### src/rtl/imem_port_arbiter.sv
// Two-requester (IF / LS) arbiter for a combinational-read instruction memory port.
// Optional conflict counter output o_perf_conflicts is enabled by defining IMEM_ARB_PERF_EN.
module imem_port_arbiter #(
  parameter int unsigned DEPTH        = 1024,
  parameter int unsigned STARVE_LIMIT = 4
) (
  input  logic        i_clk,
  input  logic        i_rst,
  input  logic        i_if_req,
  input  logic [31:0] i_if_addr,
  output logic        o_if_gnt,
  output logic        o_if_rvalid,
  output logic [31:0] o_if_rdata,
  output logic        o_if_err,
  input  logic        i_ls_req,
  input  logic [31:0] i_ls_addr,
  output logic        o_ls_gnt,
  output logic        o_ls_rvalid,
  output logic [31:0] o_ls_rdata,
  output logic        o_ls_err,
  output logic        o_mem_ce,
  output logic [31:0] o_mem_addr,
  input  logic [31:0] i_mem_data
`ifdef IMEM_ARB_PERF_EN
  ,
  output logic [15:0] o_perf_conflicts
`endif
);

  localparam int unsigned CW = $clog2(STARVE_LIMIT + 1);
  localparam logic [CW-1:0] LIMIT = CW'(STARVE_LIMIT);

  logic [CW-1:0] r_starve_cnt;
  logic          w_conflict;
  logic          w_if_win;
  logic          w_ls_win;
  logic [31:0]   w_addr;
  logic          w_ok;
  logic [31:0]   w_rdata;

  assign w_conflict = i_if_req && i_ls_req;

  // LS has priority on a conflict until IF has lost STARVE_LIMIT times in a row.
  always_comb begin
    w_if_win = 1'b0;
    w_ls_win = 1'b0;
    if (!i_rst) begin
      w_if_win = i_if_req && (!i_ls_req || (r_starve_cnt == LIMIT));
      w_ls_win = i_ls_req && !w_if_win;
    end
  end

  assign w_addr  = w_if_win ? i_if_addr : i_ls_addr;
  assign w_ok    = (w_addr[1:0] == 2'b00) && ({2'b00, w_addr[31:2]} < DEPTH);
  assign w_rdata = w_ok ? i_mem_data : 32'h0;

  assign o_if_gnt   = w_if_win;
  assign o_ls_gnt   = w_ls_win;
  assign o_mem_ce   = (w_if_win || w_ls_win) && w_ok;
  assign o_mem_addr = o_mem_ce ? w_addr : 32'h0;

  always_ff @(posedge i_clk or posedge i_rst) begin
    if (i_rst) begin
      r_starve_cnt <= '0;
    end else if (w_if_win) begin
      r_starve_cnt <= '0;
    end else if (w_conflict && (r_starve_cnt != LIMIT)) begin
      r_starve_cnt <= r_starve_cnt + 1'b1;
    end
  end

  // Losing port keeps its last rdata/err; only rvalid is pulsed.
  always_ff @(posedge i_clk or posedge i_rst) begin
    if (i_rst) begin
      o_if_rvalid <= 1'b0;
      o_if_rdata  <= 32'h0;
      o_if_err    <= 1'b0;
      o_ls_rvalid <= 1'b0;
      o_ls_rdata  <= 32'h0;
      o_ls_err    <= 1'b0;
    end else begin
      o_if_rvalid <= w_if_win;
      o_ls_rvalid <= w_ls_win;
      if (w_if_win) begin
        o_if_rdata <= w_rdata;
        o_if_err   <= !w_ok;
      end
      if (w_ls_win) begin
        o_ls_rdata <= w_rdata;
        o_ls_err   <= !w_ok;
      end
    end
  end

`ifdef IMEM_ARB_PERF_EN
  always_ff @(posedge i_clk or posedge i_rst) begin
    if (i_rst) begin
      o_perf_conflicts <= 16'h0;
    end else if (w_conflict && (o_perf_conflicts != 16'hFFFF)) begin
      o_perf_conflicts <= o_perf_conflicts + 16'h1;
    end
  end
`endif

endmodule

### config.mk
export PLATFORM = sky130hd
export DESIGN_NAME = imem_port_arbiter
export DESIGN_NICKNAME = d
export VERILOG_FILES = /design/src/rtl/imem_port_arbiter.sv
export SDC_FILE = /design/constraint.sdc
export NUM_CORES = 1
export LEC_CHECK = 0
export BUFFER_PORTS_ARGS = -buffer_cell sky130_fd_sc_hd__buf_2
export CORE_MARGIN = 4
export CORE_UTILIZATION = 38
export CTS_CLUSTER_SIZE = 8
export DETAILED_ROUTE_END_ITERATION = 16
export PLACE_DENSITY = 0.72
export SLEW_MARGIN = 20
export SYNTH_ARGS = -nofsm -noshare
export SYNTH_HDL_FRONTEND = slang
export SYNTH_SLANG_ARGS = --single-unit
### constraint.sdc
create_clock -name i_clk -period 3.4 [get_ports i_clk]
set_clock_uncertainty 0.05 [all_clocks]
set_input_delay 0.17 -clock i_clk [delete_from_list [all_inputs] [get_ports i_clk]]
set_output_delay 0.17 -clock i_clk [all_outputs]
set_load 0.1 [all_outputs]
== Word-level counts from Yosys, hierarchy flattened ==
Index checks and enable logic that the tools add are counted.

* Memories kept: 0
* Bits in writable memories: 0
* Bits in registers: 71
* Bits in read-only memories: 0
* Latch bits: 0
* Output and inout port bits: 103
* Logic and storage cells: 31

* Add/subtract/negate cells: 1
* Order comparisons: 1
* Mux-type cells: 7
* Shifts and indexed selects: 0
* $mul: 0
* Divide/modulo/power cells: 0
* Reductions and logical operators: 13
* Eq/ne operators: 2
* Bitwise operators: 0

{| class="wikitable"
|+ Operators with widths
! kind !! number
|-
| two-way mux 32 bit || 3
|-
| < comparator 30 x 11 -> 1 bit (second input constant) || 1
|-
| logical AND 1 bit || 6
|-
| two-way mux 3 bit || 2
|-
| adder 3 x 1 -> 3 bit (second input constant) || 1
|-
| equality test 3 bit (second input constant) || 1
|-
| logical NOT 1 bit || 3
|-
| != test 3 bit (second input constant) || 1
|-
| logical NOT 2 bit || 1
|-
| logical OR 1 bit || 2
|-
| two-way mux 1 bit || 2
|-
| nonzero test 2 bit || 1
|}

== Longest topological paths before layout ==
Gate-level depths: netlist of the first run.

* Depth in word-level cells: 9
* Depth in mapped cells: 9
* Mapped depth without buffers: 8

== Least setup slack after synthesis of the first run ==
OpenSTA, ideal clock, no wires.

* Path type: input to output
* Start: in i_rst
* End: out o_mem_addr[2]
* Arrival: 5062 ps
* Cell stages on the path: 4
* Path slack: -1882 ps
* Cell sequence: inv_1 > o211a_1 > a21boi_1 > nor4_1

* Cells in the longest elaborated chain, start to end: 6
* Elaborated cells on any way between the ends: 9
* Classes of those cells: order compare (1); mux (4); reduce/logical (4)

{| class="wikitable"
|+ Ends and longest elaborated chain
! what !! line !! source
|-
| from (decl) || 8 || <nowiki>input logic i_rst,</nowiki>
|-
| two-way mux 1 bit || 47 || <nowiki>if (!i_rst) begin</nowiki>
|-
| two-way mux 32 bit || 53 || <nowiki>assign w_addr = w_if_win ? i_if_addr : i_ls_addr;</nowiki>
|-
| < comparator 30 x 11 -> 1 bit / logical NOT 2 bit (equally long branches) || 54 || <nowiki>assign w_ok = (w_addr[1:0] == 2'b00) && ({2'b00, w_addr[31:2]} < DEPTH);</nowiki>
|-
| logical AND 1 bit || 54 ||
|-
| logical AND 1 bit || 59 || <nowiki>assign o_mem_ce = (w_if_win || w_ls_win) && w_ok;</nowiki>
|-
| two-way mux 32 bit * || 60 || <nowiki>assign o_mem_addr = o_mem_ce ? w_addr : 32'h0;</nowiki>
|-
| to (decl) || 22 || <nowiki>output logic [31:0] o_mem_addr,</nowiki>
|}

Mark *: on every way between the ends. The rest lies on a longest branch, timed or not.

== Final worst setup path of the first run ==
* Start: reg r_starve_cnt[0]
* End: out o_mem_addr[2]

* Cells in the longest elaborated chain, start to end: 9
* Elaborated cells on any way between the ends: 14
* Classes of those cells: order compare (1); eq/ne (1); mux (4); reduce/logical (8)

{| class="wikitable"
|+ Ends and longest elaborated chain
! what !! line !! source
|-
| from (decl) || 33 || <nowiki>logic [CW-1:0] r_starve_cnt;</nowiki>
|-
| from (signal assigned) || 68 || <nowiki>r_starve_cnt <= r_starve_cnt + 1'b1;</nowiki>
|-
| equality test 3 bit * || 48 || <nowiki>w_if_win = i_if_req && (!i_ls_req || (r_starve_cnt == LIMIT));</nowiki>
|-
| logical OR 1 bit * || 48 ||
|-
| logical AND 1 bit * || 48 ||
|-
| two-way mux 1 bit / logical NOT 1 bit (equally long branches) || 47, 49 ||
|-
| two-way mux 32 bit / logical AND 1 bit (equally long branches) || 53, 49 ||
|-
| < comparator 30 x 11 -> 1 bit (tied with other cells) || 54 ||
|-
| logical AND 1 bit / logical OR 1 bit (equally long branches) || 54, 59 ||
|-
| logical AND 1 bit || 59 ||
|-
| two-way mux 32 bit * || 60 ||
|}

Marks and branches as above.

==> impl_results.md, run 1 <==
- Status: finished clean
- Critical path cell sequence: inv_1, ha_1, nand2_1, a211o_1, mux2_2, nor4_4, buf_2
- Avg Vias per Cell: 4.93
- Port buffer count: 180
- FF+latch count, synth: 71
- Worst skew pair latency: 330 ps
- WP buf/inv: 2
- Num ports: 203
- Max Slew Vio Count: 0
- Total CTS buffers: 9
- CTS resizes: 0
- Clock sinks: 71
- Fraction of layout cells with a size suffix above 1: 45.9%
- Ant. Diodes: 0
- Overflow after GRT: 0
- Total of max-cap violations: 0
- Combinational share of power: 17.4%
- GRT Total Usage: 18.0%
- Maximum clock insertion buffer count: 2
- Switching Power: 592 µW
- Slowest CP cell: mux2_2
- Flop pwr share: 44.6%
- Setup TNS: 0 ps
- Die Ht: 101 µm
- Antenna viol nets, final: 0
- Switching share of power: 30.2%
- VDD IR max: 0.000243 V
- DR iter-0 viols: 82
- Final Core Density: 56.9%
- Commonest cells after routing, fill and taps aside: buf_2 (178), dfrtp_1 (71), a22o_1 (32), nor2b_1 (32), a31o_1 (32)
- Post-Syn Area: 3310 µm²
- CP Data Required Time: 3180 ps
- Drt drc: 0
- Startpoint types: flip-flop
- CTS tree: built
- Post-layout net count: 583
- DR pass1 iterations: 4
- CP peak stage delay: 520 ps
- PD cells: 413 nW/µm²
- Die Area: 10300 µm²
- Worst setup EP type: primary output
- Initial Util: 39.7%
- Gpl congestion: 0.729
- Core Rows: 33
- Hold Fails Final Rpt: 0
- Worst-Margin Slew: 868 ps
- Layout fillers: 732
- Pwr Total: 1960 µW
- Int Pwr: 1370 µW
- Cell variety after synth: 31
- Hold Path Class: input port to flip-flop
- Vias in the first global route: 2980
- Static leakage: 0.00256 µW
- First-pass GRT wire length: 14700 µm
- Die width: 101 µm
- Clock transition at path regs: 70 ps
- Yosys warning count: 0
- Worst Path Max Fanout: 12
- Avg Inst Size Synth: 11.6 µm²
- WHS: 17.8 ps
- Number of vias in the routed layout: 2911
- Clock root buffer: clkbuf_8
- Largest net degree at the start of global routing: 72
- Clock share of power: 37.9%
- Arr. time, crit path: 2760 ps
- Final WL: 9400 µm
- Unrepaired setup endpoints after global routing: false
- Final Cycle Share: 87.7%
- Endpoints failing setup: 0
- Post-synthesis sequential area ratio: 53.7%
- Synthesized instance count: 286
- Critical path class: flip-flop to primary output
- H-tree depth: 3
- Routed length per instance: 15.9 µm
- Slew HR: 42.1%
- Fmax: 0.335 GHz
- Initial antenna violation count: 0
- Most common cell after layout, fill and taps aside: buf_2
- Period minus WS final: 2980 ps
- DP HPWL: 6840 µm
- Area delta synth->final: 43.3%
- CP delay by family, top: buffers and inverters
- Core Region: 8340 µm²
## worst reg2reg max path: cells and delay by family, from the launching register on
family / cells / cell delay, ps
adders and majority gates: 1 / 140
and+or+nand+nor: 1 / 90
DFF: 1 / 410
AOI/OAI and AO/OA: 3 / 690
buffers and inverters: 2 / 300
muxes: 1 / 650
## per-layer routing
| layer | vias to the layer above | GRT usage [%] | part of all wire, % |
|---|---|---|---|
| li1 | 1378 | - | - |
| met1 | 1383 | 22.1 | 40 |
| met2 | 137 | 30.7 | 49 |
| met3 | 13 | 4.82 | 9.7 |
| met4 | 0 | 6.13 | 1.3 |
| met5 | - | 0 | 0 |
## synthesized netlist by cell type
cell type  number  share of area [%]
nor2_2          1               0.19
nand3_1         3               0.45
a21oi_1         1               0.15
buf_4          22                5.0
conb_1          1               0.11
ha_1            2               0.76
and4_1          1               0.26
buf_2           4               0.60
nand4_1         2               0.38
a211o_1         1               0.26
a21oi_4         1               0.49
nand2_1         3               0.34
nor2b_1        32                6.0
a21boi_1        1               0.23
buf_6           4                1.4
nor4_1          9                1.7
nor3_2          2               0.60
nor4_2          9                3.4
clkbuf_1       13                1.5
or4_1           2               0.45
o211a_1         1               0.30
inv_2           1               0.11
o21ai_0         2               0.30
a22o_1         32                8.5
a31o_1         32                8.5
nand4_2         1               0.38
xor2_1          1               0.26
nor2_1         25                2.8
mux2_2          1               0.34
dfrtp_1        71                 54
inv_1           5               0.57
## final timing paths
path / from / to / slack (ps) / depth (start not counted)
setup / recovery: r_starve_cnt[0] / o_mem_addr[2] / 420 / 7
hold / removal: i_mem_data[17] / o_if_rdata[17] / 20 / 2
setup reg to reg: r_starve_cnt[0] / o_ls_rdata[7] / 970 / 8
hold reg to reg: o_if_err / o_if_err / 440 / 2
max in group asynchronous: i_rst / o_ls_rdata[10] / 2650 / 3
min in group asynchronous: i_rst / o_if_rdata[28] / 90 / 3
## cell type report
type                       count  area (µm²)  area share (%)
clock buffer                  10         128            2.69
tap                          105         131            2.77
sequential                    71        1780            37.5
multi-input combinational    187        1420            29.8
clock inverter                 6        93.8            1.98
inverter                       6        26.3           0.554
timing repair buffer         206        1170            24.7
## logic make-up (layout without fill, tap and decap cells)
family	after synthesis	in the layout	synth area share, %
buffers and inverters	49	228	9.11
AO/OA/AOI/OAI	71	71	18.7
multiplexers	1	1	0.340
flip-flops	71	71	53.7
XOR/XNOR	1	1	0.265
other	1	22	0.113
adder cells (fa/ha/maj)	2	2	0.756
AND/OR/NAND/NOR	90	90	17.1
## power by group through the flow
stage / registers [µW] / logic (µW) / clock network (µW)
after floorplan: 903 / 237 / 0
after global placement: 889 / 323 / 0
after detailed placement: 891 / 329 / 0
after CTS: 874 / 346 / 772
after global routing: 876 / 373 / 803
final: 874 / 342 / 743
## metrics by stage
step | std cells | area (µm²) | worst slack [ps]
global route | 591 | 4740 | 298
finish | 591 | 4740 | 418
floorplan | 307 | 3490 | 278
detailed placement | 557 | 4340 | 772
CTS | 591 | 4740 | 378
global placement | 557 | 4330 | 652
## what timing repair did
item,CTS,global route
hold buffers,18,0
endpoints found under the hold margin,25,0
buffers inserted,0,0
## sequential cells by signal, indices dropped and copies added, names as in the netlist
signal        cells
o_ls_err          1
o_if_rvalid       1
o_if_err          1
o_if_rdata       32
o_ls_rdata       32
r_starve_cnt      3
o_ls_rvalid       1
No activity file was read; power rests on OpenSTA's default activity.
==> run 2: changes to the inputs <==
Settings changed: BUFFER_PORTS_ARGS -buffer_cell sky130_fd_sc_hd__buf_2 to unset, DONT_BUFFER_PORTS set to 1, GPL_TIMING_DRIVEN set to 0, PLACE_DENSITY 0.72 to unset, TNS_END_PERCENT set to 10.
==> impl_results.md, run 2 (synthesized netlist as in run 1, its figures left out) <==
- Setup WS post-layout: 270 ps (was 418 ps)
- Vias in the first global route: 2624 (was 2980)
- Num ports: 203 (unchanged)
- Switching Power: 565 µW (was 592 µW)
- Port buffer count: 0 (was 180)
- DP HPWL: 7380 µm (was 6840 µm)
- Slew HR: 37.3% (was 42.1%)
- Startpoint types: flip-flop (unchanged)
- Most common cell after layout, fill and taps aside: dfrtp_1 (was buf_2)
- First-pass GRT wire length: 14200 µm (was 14700 µm)
- Static leakage: 0.00203 µW (was 0.00256 µW)
- DR iter-0 viols: 104 (was 82)
- Clock transition at path regs: 70 ps (about the same)
- Origin of the worst min-delay path: i_ls_req (was i_mem_data[17])
- Fraction of layout cells with a size suffix above 1: 21.5% (was 45.9%)
- WP buf/inv: 4 (was 2)
- Max Slew Vio Count: 0 (unchanged)
- Drt drc: 0 (unchanged)
- FF-to-FF path depth: 7 (was 8)
- Maximum clock insertion buffer count: 2 (unchanged)
- Flop pwr share: 47.2% (was 44.6%)
- Clock share of power: 36.1% (was 37.9%)
- Antenna viol nets, final: 0 (unchanged)
- Period minus WS final: 3130 ps (was 2980 ps)
- R2R Path Start: r_starve_cnt[0] (unchanged)
- PD cells: 426 nW/µm² (was 413 nW/µm²)
- Gpl congestion: 0.741 (was 0.729)
- Pre-CTS setup slack: 411 ps (was 772 ps)
- Worst skew pair latency: 330 ps (about the same)
- Setup TNS: 0 ps (unchanged)
- Final WL: 9690 µm (was 9400 µm)
- Sequential Area: 1780 µm² (unchanged)
- Total CTS buffers: 9 (unchanged)
- Unrepaired setup endpoints after global routing: false (unchanged)
- Top layer in use: met4 (unchanged)
- Hold Path Class: input port to flip-flop (unchanged)
- Routed length per instance: 20.5 µm (was 15.9 µm)
- Hold Path Sink: r_starve_cnt[1] (was o_if_rdata[17])
- Initial Util: 39.7% (unchanged)
- Core Rows: 33 (unchanged)
- CP Data Required Time: 3180 ps (about the same)
- CP delay by family, top: buffers and inverters (unchanged)
- Overflow after GRT: 0 (unchanged)
- Worst-Margin Slew: 940 ps (was 868 ps)
- DR pass1 iterations: 5 (was 4)
- Combinational share of power: 16.7% (was 17.4%)
- Int Pwr: 1320 µW (was 1370 µW)
- Total of max-cap violations: 0 (unchanged)
- Commonest cells after routing, fill and taps aside: dfrtp_1 (71), dlygate4sd3_1 (33), a22o_1 (32), nor2b_1 (32), a31o_1 (32) (was buf_2 (178), dfrtp_1 (71), a22o_1 (32), nor2b_1 (32), a31o_1 (32))
- Met1 WL: 3440 µm (was 3750 µm)
- Critical path cell sequence: inv_1, ha_1, nand2_1, a211o_1, inv_2, clkbuf_2, nor2_1, nor4_4, buf_16 (was inv_1, ha_1, nand2_1, a211o_1, mux2_2, nor4_4, buf_2)
- Fmax: 0.319 GHz (was 0.335 GHz)
- Clock root buffer: clkbuf_8 (unchanged)
- Routed wl met2: 5180 µm (was 4610 µm)
- VDD IR max: 0.000292 V (was 0.000243 V)
- Worst Path Max Fanout: 11 (was 12)
- Routed length on met3: 945 µm (was 909 µm)
- Largest net degree at the start of global routing: 32 (was 72)
- Hold Fails Final Rpt: 0 (unchanged)
- WHS: 34.4 ps (was 17.8 ps)
- Worst hold stages: 2 (unchanged)
- CTS tree: built (unchanged)
- Multi-input logic area: 1410 µm² (was 1420 µm²)
- Ant. Diodes: 0 (unchanged)
- Arr. time, crit path: 2910 ps (was 2760 ps)
- Post-CTS setup buffers: 0 (unchanged)
- Post-layout net count: 465 (was 583)
- Core Region: 8340 µm² (unchanged)
- Register-to-register setup slack: 850 ps (was 970 ps)
- H-tree depth: 3 (unchanged)
- Worst setup EP type: primary output (unchanged)
- CP peak stage delay: 610 ps (was 520 ps)
- Die Ht: 101 µm (unchanged)
- Final Cycle Share: 92.1% (was 87.7%)
- Layout fillers: 707 (was 732)
- Critical path class: flip-flop to primary output (unchanged)
- Status: finished clean (unchanged)
- Endpoints failing setup: 0 (unchanged)
- Clock sinks: 71 (unchanged)
- FF-to-FF End: o_ls_rdata[5] (was o_ls_rdata[7])
- GRT Total Usage: 18.0% (about the same)
- Switching share of power: 30.0% (was 30.2%)
- Die Area: 10300 µm² (unchanged)
- Largest registers: o_if_rdata: 32 flops, o_ls_rdata: 32 flops, r_starve_cnt: 3 flops (unchanged)
- Number of vias in the routed layout: 2504 (was 2911)
- Area delta synth->final: 33.7% (was 43.3%)
- Avg Vias per Cell: 5.29 (was 4.93)
- Die width: 101 µm (unchanged)
- Initial antenna violation count: 0 (unchanged)
- Slowest CP cell: clkbuf_2 (was mux2_2)
==> run 2: cell types whose count changed in the layout (fill, tap and decap cells not counted), sizes merged <==
cell / before / now
buf: 188 / 42
dlygate4sd3: 18 / 33
clkbuf: 10 / 24
bufinv: 2 / 1
clkinv: 2 / 3
inv: 6 / 5
==> run 2: repair_timing <==
item / 4_1_cts / 5_1_grt
hold buffers: 33 / 0
setup endpoints to repair: 0 / 1
endpoints found under the hold margin: 86 / 0
gates resized for setup: 0 / 1
==> run 2: layout make-up <==
class | instances | area share (%)
Tap cell | 105 | 2.97
Sequential cell | 71 | 40.1
Multi-Input combinational cell | 187 | 31.9
Buffer | 43 | 6.36
Timing Repair Buffer | 45 | 13.3
Inverter | 6 | 0.594
Clock buffer | 11 | 3.42
Clock inverter | 5 | 1.27
==> run 2: through the flow <==
| step | utilization (%) | power [µW] | area (µm²) | std cells |
|---|---|---|---|---|
| 6_report | 53.1 | 1880 | 4430 | 473 |
| 5_1_grt | 53.1 | 1970 | 4430 | 473 |
| 4_1_cts | 53.0 | 1910 | 4420 | 473 |
| 3_5_place_dp | 46.5 | 1180 | 3880 | 424 |
| 3_3_place_gp | 43.4 | 1170 | 3620 | 412 |
| 2_1_floorplan | - | 1140 | 3490 | 307 |
==> run 2: worst max-delay path by stage <==
stage / startpoint / to / cells after the start
after floorplan: r_starve_cnt[0] / o_mem_ce / 9
after global placement: i_rst / o_ls_rdata[3] / 5
after detailed placement: r_starve_cnt[0] / o_mem_ce / 9
after CTS: r_starve_cnt[0] / o_mem_ce / 9
after global routing: r_starve_cnt[0] / o_mem_addr[5] / 10
final: r_starve_cnt[0] / o_mem_addr[5] / 9
==> run 2: power by group through the flow <==
| stage | clock network [µW] | logic [µW] | registers (µW) |
|---|---|---|---|
| after floorplan | 0 | 237 | 903 |
| after global placement | 0 | 268 | 904 |
| after detailed placement | 0 | 277 | 905 |
| after CTS | 707 | 316 | 889 |
| after global routing | 742 | 338 | 892 |
| final | 680 | 315 | 888 |
==> run 2: worst register-to-register path: cells and delay by family (launching register included) <==
kind                       cells  cell delay (ps)
AOI/OAI and AO/OA              2              540
adders and majority gates      1              180
buffers and inverters          3             1210
DFF                            1              390
and+or+nand+nor                1              120
==> run 2: layer usage <==
| layer | GRT usage, % | vias up |
|---|---|---|
| met1 | 19.0 | 1199 |
| li1 | - | 1150 |
| met2 | 33.3 | 140 |
| met4 | 5.42 | 0 |
| met5 | 0 | - |
| met3 | 6.68 | 15 |
==> run 3: changes to the inputs <==
Settings changed: CORE_UTILIZATION 38 to 45.
==> impl_results.md, run 3 (synthesized netlist as in run 1, its figures left out) <==
- Die width: 93.8 µm (was 101 µm)
- WHS: 31.0 ps (was 34.4 ps)
- DP HPWL: 7260 µm (was 7380 µm)
- Top layer in use: met4 (unchanged)
- Num ports: 203 (unchanged)
- Endpoints failing setup: 0 (unchanged)
- Unrepaired setup endpoints after global routing: false (unchanged)
- Startpoint types: flip-flop (unchanged)
- Hold Fails Final Rpt: 0 (unchanged)
- GRT Total Usage: 21.9% (was 18.0%)
- Final WL: 9590 µm (was 9690 µm)
- VDD IR max: 0.000286 V (was 0.000292 V)
- Fmax: 0.317 GHz (was 0.319 GHz)
- Slowest CP cell: clkbuf_1 (was clkbuf_2)
- CP peak stage delay: 440 ps (was 610 ps)
- Initial antenna violation count: 0 (unchanged)
- Overflow after GRT: 0 (unchanged)
- Slew HR: 36.4% (was 37.3%)
- Commonest cells after routing, fill and taps aside: dfrtp_1 (71), dlygate4sd3_1 (33), a22o_1 (32), nor2b_1 (32), a31o_1 (32) (unchanged)
- DR iter-0 viols: 115 (was 104)
- Critical path class: flip-flop to primary output (unchanged)
- Antenna viol nets, final: 0 (unchanged)
- Drt drc: 0 (unchanged)
- Die Area: 8790 µm² (was 10300 µm²)
- Initial Util: 47.4% (was 39.7%)
- Setup TNS: 0 ps (unchanged)
- CTS tree: built (unchanged)
- Number of vias in the routed layout: 2511 (was 2504)
- Static leakage: 0.00204 µW (was 0.00203 µW)
- Hold Path Class: input port to flip-flop (unchanged)
- Routed length on met3: 809 µm (was 945 µm)
- Total CTS buffers: 9 (unchanged)
- Met1 WL: 3550 µm (was 3440 µm)
- First-pass GRT wire length: 14600 µm (was 14200 µm)
- H-tree depth: 3 (unchanged)
- Clock transition at path regs: 70 ps (about the same)
- Placement Cell Area: 3860 µm² (was 3880 µm²)
- FF-to-FF path depth: 9 (was 7)
- CP Data Required Time: 3180 ps (about the same)
- Post-layout net count: 465 (unchanged)
- Gpl congestion: 0.764 (was 0.741)
- Largest net degree at the start of global routing: 35 (was 32)
- DR pass1 iterations: 4 (was 5)
- Worst setup EP type: primary output (unchanged)
- Worst hold stages: 2 (unchanged)
- Vias in the first global route: 2646 (was 2624)
- Critical path cell sequence: inv_1, ha_1, nand2_1, a211o_1, clkbuf_1, and4_1, a21boi_1, buf_6, nor4_4, buf_16 (was inv_1, ha_1, nand2_1, a211o_1, inv_2, clkbuf_2, nor2_1, nor4_4, buf_16)
- Port buffer count: 0 (unchanged)
- Most common cell after layout, fill and taps aside: dfrtp_1 (unchanged)
- Max Slew Vio Count: 0 (unchanged)
- Largest registers: o_if_rdata: 32 flops, o_ls_rdata: 32 flops, r_starve_cnt: 3 flops (unchanged)
- Die Ht: 93.8 µm (was 101 µm)
- Routed length per instance: 20.7 µm (was 20.5 µm)
- Worst-Margin Slew: 954 ps (was 940 ps)
- Core Rows: 30 (was 33)
- Ant. Diodes: 0 (unchanged)
- Core Region: 6980 µm² (was 8340 µm²)
- Worst skew pair latency: 330 ps (about the same)
- Status: finished clean (unchanged)
- PD cells: 441 nW/µm² (was 426 nW/µm²)
- Total of max-cap violations: 0 (unchanged)
- Avg Vias per Cell: 5.41 (was 5.29)
- Final Cycle Share: 92.9% (was 92.1%)
- Clock sinks: 71 (unchanged)
- Period minus WS final: 3160 ps (was 3130 ps)
- Area delta synth->final: 33.6% (was 33.7%)
- Clock root buffer: clkbuf_8 (unchanged)
- Non-Filler Cell Area, Final: 4420 µm² (was 4430 µm²)
- Arr. time, crit path: 2940 ps (was 2910 ps)
- Worst Path Max Fanout: 10 (was 11)
- Routed wl met2: 5020 µm (was 5180 µm)
- Fraction of layout cells with a size suffix above 1: 21.2% (was 21.5%)
- Maximum clock insertion buffer count: 2 (unchanged)
-- run 3: cell count changes in the layout (fill, tap and decap cells not counted) --
| cell | change |
|---|---|
| clkinv_2 | -1 |
| clkbuf_1 | +1 |
| clkbuf_8 | -1 |
| buf_16 | -1 |
| buf_12 | +1 |
| bufinv_16 | +1 |
-- run 3: critical path: cells and delay by family, from the launching register on --
family / cells / cell delay (ps)
buffers and inverters: 4 / 920
adder cells (fa/ha/maj): 1 / 180
flip-flops: 1 / 380
AO/OA/AOI/OAI: 2 / 310
AND/OR/NAND/NOR: 3 / 790
-- run 3: timing repair --
item	4_1_cts	5_1_grt
setup endpoints to repair	1	0
setup buffers	0	0
hold endpoints to repair	135	0
resized for setup	1	0
hold buffers	33	0
-- run 3: final cells by class --
cell class	instances	area, µm²
plain buffers	43	282
clock buffers	11	141
clock inverters	5	81.3
fillers	565	2560
inverters	6	26.3
multi-input cells	187	1410
flip-flops and latches	71	1780
well taps	96	120
repair buffers	45	583
-- run 3: routing by layer --
metal | track usage, % | vias up
met5 | 0 | -
met4 | 7.46 | 0
met3 | 6.81 | 18
met2 | 37.7 | 129
met1 | 25.7 | 1211
li1 | - | 1153
-- run 3: path summary, 6_finish.rpt --
| check | from | endpoint | slack, ps |
|---|---|---|---|
| max in group asynchronous | i_rst | o_if_rdata[16] | 2690 |
| min in group asynchronous | i_rst | o_if_rvalid | 190 |
| worst min register to register | r_starve_cnt[0] | r_starve_cnt[0] | 480 |
| worst max-delay path | r_starve_cnt[0] | o_mem_addr[8] | 240 |
| worst max register to register | r_starve_cnt[0] | o_ls_rdata[10] | 950 |
| worst min-delay path | i_ls_req | r_starve_cnt[0] | 30 |
-- run 3: stage by stage --
step | setup slack (ps) | total power, µW | std cells | utilization (%)
after floorplan | 278 | 1140 | 307 | -
after global placement | -328 | 1170 | 403 | 51.7
after detailed placement | 379 | 1180 | 415 | 55.3
after CTS | 208 | 1970 | 464 | 63.3
after global routing | 52.4 | 2040 | 464 | 63.3
final | 242 | 1950 | 464 | 63.3
-- run 3: where the power goes --
part,total [µW],switching [µW],internal [µW]
sequential,888,26.6,861
combinational,313,234,78.3
clock,750,316,434
total,1950,577,1370
